### config.mk
export PLATFORM = sky130hd
export DESIGN_NAME = reseed_scheduler_flat
export DESIGN_NICKNAME = d
export VERILOG_FILES = /design/src/rtl/reseed_if.sv /design/src/rtl/reseed_scheduler.sv /design/src/flat_wrapper.sv
export SDC_FILE = /design/constraint.sdc
export NUM_CORES = 1
export LEC_CHECK = 0
export CORE_MARGIN = 4
export CORE_UTILIZATION = 30
export DETAILED_ROUTE_END_ITERATION = 12
export GPL_TIMING_DRIVEN = 0
export PLACE_DENSITY = 0.5
export SYNTH_ARGS = -nofsm -noshare
export SYNTH_HDL_FRONTEND = slang
export SYNTH_SLANG_ARGS = --single-unit
### constraint.sdc
create_clock -name clk -period 2.76 [get_ports clk]
set_input_delay 0.828 -clock clk [delete_from_list [all_inputs] [get_ports clk]]
set_output_delay 0.828 -clock clk [all_outputs]
set_load 0.02 [all_outputs]
### src/rtl/reseed_if.sv
// Seed channel between the reseed scheduler (master) and a masked core's PRNG seed port (slave).
interface reseed_if #(
  parameter int SEED_W = 80
) ();
  logic              seed_valid;
  logic              seed_ready;
  logic [SEED_W-1:0] seed;

  modport master (output seed_valid, output seed, input seed_ready);
  modport slave  (input seed_valid, input seed, output seed_ready);
endinterface

### src/rtl/reseed_scheduler.sv
// Reseed controller: fills a seed from a 32-bit Galois LFSR and offers it on a valid/ready
// channel once after start, then after each exec_start (random delay) or periodically.
module reseed_scheduler #(
  parameter int          SEED_W    = 80,
  parameter int          MODE      = 1,
  parameter int          DLY_W     = 9,
  parameter int          PERIOD    = 256,
  parameter logic [31:0] LFSR_INIT = 32'h00000001
) (
  input  logic        clk,
  input  logic        rst_n,
  input  logic        start,
  input  logic        exec_start,
  reseed_if.master    seed_ch,
  output logic        init_done,
  output logic        busy,
  output logic [15:0] reseed_count
);
  localparam int          NW    = (SEED_W + 31) / 32;
  localparam int          KW    = (NW > 1) ? $clog2(NW) : 1;
  localparam int          PW    = (PERIOD > 1) ? $clog2(PERIOD) : 1;
  localparam int          CNT_W = (DLY_W > PW) ? DLY_W : PW;
  localparam logic [31:0] POLY  = 32'h80200003;

  typedef enum logic [2:0] {IDLE, FILL, OFFER, WAIT_EXEC, COUNT} state_t;

  state_t           state, state_next;
  logic [31:0]      lfsr;
  logic [KW-1:0]    k;
  logic [CNT_W-1:0] cnt;
  logic             valid;
  logic             fill, last_word, handshake, load_dly, step;

  assign fill      = (state == FILL);
  assign last_word = (k == KW'(NW - 1));
  assign handshake = (state == OFFER) && valid && seed_ch.seed_ready;
  assign load_dly  = (state == WAIT_EXEC) && exec_start;
  assign step      = fill || load_dly;

  assign seed_ch.seed_valid = valid;
  assign busy               = (state != IDLE);

  always_comb begin
    state_next = state;
    case (state)
      IDLE:      if (start) state_next = FILL;
      FILL:      if (last_word) state_next = OFFER;
      OFFER: begin
        if (handshake) begin
          if (MODE == 0)      state_next = IDLE;
          else if (MODE == 1) state_next = WAIT_EXEC;
          else                state_next = COUNT;
        end
      end
      WAIT_EXEC: if (exec_start) state_next = COUNT;
      COUNT:     if (cnt == '0) state_next = FILL;
      default:   state_next = IDLE;
    endcase
  end

  always_ff @(posedge clk or negedge rst_n) begin
    if (!rst_n) begin
      state        <= IDLE;
      lfsr         <= LFSR_INIT;
      k            <= '0;
      cnt          <= '0;
      valid        <= 1'b0;
      init_done    <= 1'b0;
      reseed_count <= '0;
    end else begin
      state <= state_next;
      if (step)
        lfsr <= {1'b0, lfsr[31:1]} ^ (lfsr[0] ? POLY : 32'h0);
      if (fill)
        k <= last_word ? '0 : k + KW'(1);
      if (fill && last_word)
        valid <= 1'b1;
      else if (handshake)
        valid <= 1'b0;
      if (handshake) begin
        init_done <= 1'b1;
        if (reseed_count != 16'hFFFF)
          reseed_count <= reseed_count + 16'd1;
      end
      // Delay load and period reload share one down-counter; zero means "enter FILL next".
      if (load_dly)
        cnt <= CNT_W'(lfsr[DLY_W-1:0]);
      else if (handshake && MODE == 2)
        cnt <= CNT_W'(PERIOD - 1);
      else if (state == COUNT && cnt != '0)
        cnt <= cnt - CNT_W'(1);
    end
  end

  // One register per seed word; the top word keeps only the bits that reach SEED_W.
  for (genvar gi = 0; gi < NW; gi++) begin : g_word
    localparam int WB = ((SEED_W - 32 * gi) < 32) ? (SEED_W - 32 * gi) : 32;
    logic [WB-1:0] word;

    always_ff @(posedge clk or negedge rst_n) begin
      if (!rst_n)
        word <= '0;
      else if (fill && k == KW'(gi))
        word <= lfsr[WB-1:0];
    end

    assign seed_ch.seed[32*gi +: WB] = word;
  end
endmodule

### src/flat_wrapper.sv
// flat-port wrapper written by rule: the top's interface ports become plain ports
module reseed_scheduler_flat 
#(
  parameter int          SEED_W    = 80,
  parameter int          MODE      = 1,
  parameter int          DLY_W     = 9,
  parameter int          PERIOD    = 256,
  parameter logic [31:0] LFSR_INIT = 32'h00000001
)
  (clk, rst_n, start, exec_start, init_done, busy, reseed_count, seed_ch_seed_valid, seed_ch_seed, seed_ch_seed_ready);
  reseed_if #(.SEED_W(SEED_W)) seed_ch_i ();
  input  logic clk;
  input  logic rst_n;
  input  logic start;
  input  logic exec_start;
  output logic init_done;
  output logic busy;
  output logic [15:0] reseed_count;
  output wire logic [$bits(seed_ch_i.seed_valid)-1:0] seed_ch_seed_valid;
  output wire logic [$bits(seed_ch_i.seed)-1:0] seed_ch_seed;
  input wire logic [$bits(seed_ch_i.seed_ready)-1:0] seed_ch_seed_ready;
  assign seed_ch_seed_valid = seed_ch_i.seed_valid;
  assign seed_ch_seed = seed_ch_i.seed;
  assign seed_ch_i.seed_ready = seed_ch_seed_ready;
  reseed_scheduler #(.SEED_W(SEED_W), .MODE(MODE), .DLY_W(DLY_W), .PERIOD(PERIOD), .LFSR_INIT(LFSR_INIT)) u_core (.clk(clk), .rst_n(rst_n), .start(start), .exec_start(exec_start), .seed_ch(seed_ch_i), .init_done(init_done), .busy(busy), .reseed_count(reseed_count));
endmodule
==> results by group <==
Outcome
  – Status: complete, no violations

Critical path
  – Crit path max fanout: 10
  – R2R setup slack: 290 ps
  – WP data required: 1930 ps
  – Path depth of the worst reg2reg path: 7
  – Startpoint types: flop
  – Setup crit end kind: output port
  – Crit-path slowest cell: dfrtp_1
  – Critical path, cell by cell: clkbuf_1, or3_1, dlygate4sd2_1
  – Reg2reg start: u_core.cnt[0]
  – Worst reg2reg endpoint: u_core.cnt[5]
  – Critical path class: reg2out
  – Worst path arrival time: 1750 ps
  – CP peak stage delay: around 400 ps

GRT
  – First-pass GRT wire length: roughly 22000 um
  – GRT overflow: 0
  – Vias in the first global route: roughly 3900
  – Largest net degree at the start of global routing: 93
  – Initial antenna violation count: 0
  – Total GRT Usage: 0.127

Finish
  – Multi-input logic area: roughly 2100 um2
  – Antenna diode count: 0
  – Layout cell share with drive strength beyond 1: 0.295
  – Fillcell total: between 1500 and 2000
  – Final core occ: 0.415
  – Register area: 3600 um2
  – Area growth syn-to-layout: 34.3%
  – NumNets Final: 540
  – Non-Filler Instances: ~810

Placement
  – Gpl congestion: just under 0.8
  – Port-buffer cells: ~100
  – Dpl cells: just under 800
  – Hpwl dp: between 9000 and 10000 um
  – Pre-CTS setup slack: -422 ps

Yosys
  – Seq/Total Area, Yosys: 0.618
  – Yosys cell types: 52
  – Syn avg cell area: 14.2 um2
  – Cell area after synthesis: about 5800 um2
  – Yosys Warn Count: 0
  – Post-synth EDFFs: 0
  – Yosys top cell by area: dfrtp_1
  – Post-synthesis mux area share: 0.218
  – Largest cells by area after synthesis: dfrtp_1 (61%), mux2_2 (21%), xnor2_1 (1.5%)
  – Ys async rst share: 1.00
  – Main synth FF type: dfrtp_1
  – Synth top area share: 0.613
  – Flops & latches, synth: 144
  – Synthesized-area fraction occupied by adder cells: 0.00429
  – Largest family of logic cells by synthesized area: multiplexers
  – Synthesized instance count: slightly above 400
  – Post-Synth Simple-Gate Area: 0.0731
  – Post-Synth XOR/XNOR Area: 0.0195
  – Synth Area in Compound Gates: 0.0433
  – Syn nets: approximately 420

CTS
  – Clock sinks: about 140
  – TritonCTS Buffers: 17
  – Post-CTS Hold Fix Bufs: 0
  – CTS max path bufs: 2
  – Insertion delay to the later sink of the worst-skew pair: just over 400 ps
  – Root buffer cell: clkbuf_16
  – CTS tree: done
  – H-tree Lvls: 4
  – Clk pin slew, worst setup/hold paths: 60 ps

STA
  – Clock Skews: roughly 9 ps
  – Final Hold Viols: 0
  – Crit path time final: 2580 ps
  – Slew Limit Fails: 0
  – Fin crit share: 0.935
  – Worst Tran Pin Value: about 970 ps
  – RSZ-0062 raised after global routing: false
  – Final setup vio count: 0
  – Max-slew headroom at the worst pin: 0.351
  – Fmax: ~390 MHz
  – TNS Setup: 0 ps
  – Fin worst setup slack: between 150 and 200 ps

Pwr
  – Pwr dens: 1340 nW/um2
  – Design Power: 0.0105 W
  – P_leak: approximately 3.3 nW
  – Max VDD drop: roughly 0.76 mV

Routing
  – Post-DRT Antenna Nets: 0
  – Vias/cell: 4.64
  – Via count: between 3000 and 4000
  – Wire per inst: ~17 um
  – Starting DRC count in detailed routing: 207
  – Drt drc: 0
  – Final wirelength: between 10000 and 15000 um
  – Drt pass-1 iters: 4

Run
  – Max cap viols: 0

Floorplan
  – Die width: ~150 um
  – Full die area: between 20000 and 25000 um2
  – Initial Util: 0.309
  – Core area: roughly 19000 um2
  – Io pins: approximately 100
  – Die height: 147 um
  – # rows: 50

Min path
  – Min-Delay Path Class: in2async
synthesized netlist by cell type, types with 2 or more instances:
master    count
dfrtp_1     143
mux2_2      111
nand2_1      14
nand3_1      11
xnor2_1      10
nand4_1       9
nor2_1        9
clkbuf_1      7
inv_1         7
buf_2         6
nor3_1        6
a21oi_1       5
a31oi_1       4
o21ai_0       4
o311ai_0      4
and2_1        3
and3_1        3
buf_1         3
buf_6         3
nor4_1        3
o211ai_1      3
or3_1         3
xor2_1        3
a221o_1       2
ha_1          2
mux2i_1       2
nand2b_1      2
nor2b_1       2
or2_2         2
or3b_1        2
worst max-delay path by stage:
stage / from / to / slack, ps / depth (start not counted)
finish: u_core.state[2] / busy / 180 / 3
global route: seed_ch_seed_ready / u_core.reseed_count[12] / 20 / 5
CTS: exec_start / u_core.lfsr[11] / 8 / 4
detailed placement: exec_start / u_core.lfsr[11] / -420 / 4
global placement: rst_n / u_core.g_word[0].word[17] / -4980 / 1
floorplan: u_core.cnt[0] / u_core.cnt[5] / 430 / 7
cell type report:
cell class	count	area share
buffer	20	0.0148
clock inverter	10	0.0171
multi-input combinational	239	0.267
tap	260	0.0415
timing repair buffer	104	0.135
inverter	7	0.00335
sequential	144	0.460
clock buffer	21	0.0613
state kept, by name, summed over array words and instances (netlist names):
signal	count
u_core.cnt	9
u_core.g_word.word	80
u_core.init_done	1
u_core.k	2
u_core.lfsr	32
u_core.reseed_count	16
u_core.seed_ch.seed_valid	1
u_core.state	3
worst max-delay path: cells and delay by family (launching register included):
family        cells  cell delay, ps
flops             1             400
simple gates      1             380
buf+inv           2             560
where the power goes:
| part | switching [W] | total (W) | internal [W] |
|---|---|---|---|
| clock network | 0.000850 | 0.00236 | 0.00151 |
| registers | 0.000717 | 0.00378 | 0.00307 |
| logic | 0.00204 | 0.00435 | 0.00231 |
| total | 0.00361 | 0.0105 | 0.00688 |
metrics by stage:
stage	area (um2)	hold WS [ps]
floorplan	5840	480
global placement	7190	457
detailed placement	7220	463
CTS	7830	375
global route	7840	396
finish	7840	366
per-layer routing:
metal  global-route usage  vias up  share of wire
li1                     -     1724              -
met1                0.163     1902           0.45
met2                0.197       92           0.47
met3               0.0490       15          0.067
met4               0.0424        0          0.013
met5                    0        -              0
logic make-up (layout without fill, tap and decap cells):
kind of cell	Yosys count	in the layout
muxes	113	113
and+or+nand+nor	77	77
DFF	144	144
buffers and inverters	27	162
adders and majority gates	2	2
xor gates and xnor gates	13	13
AOI/OAI and AO/OA	34	34
cells in the final DEF (no fill, tap or decap), types with 5 or more instances in the layout:
master	n
mux2_2	111
nand2_1	14
inv_1	7
clkbuf_1	7
nor2_1	9
nand3_1	11
nand4_1	9
nor3_1	6
xnor2_1	10
a21oi_1	5
clkbuf_16	17
clkdlybuf4s50_1	101
dfrtp_1	143
buf_2	6
timing repair:
action	CTS	global route
endpoints found under the setup margin	1	10
resized for setup	1	1
buffers inserted	0	0
Power figures use the tool's default switching activity.
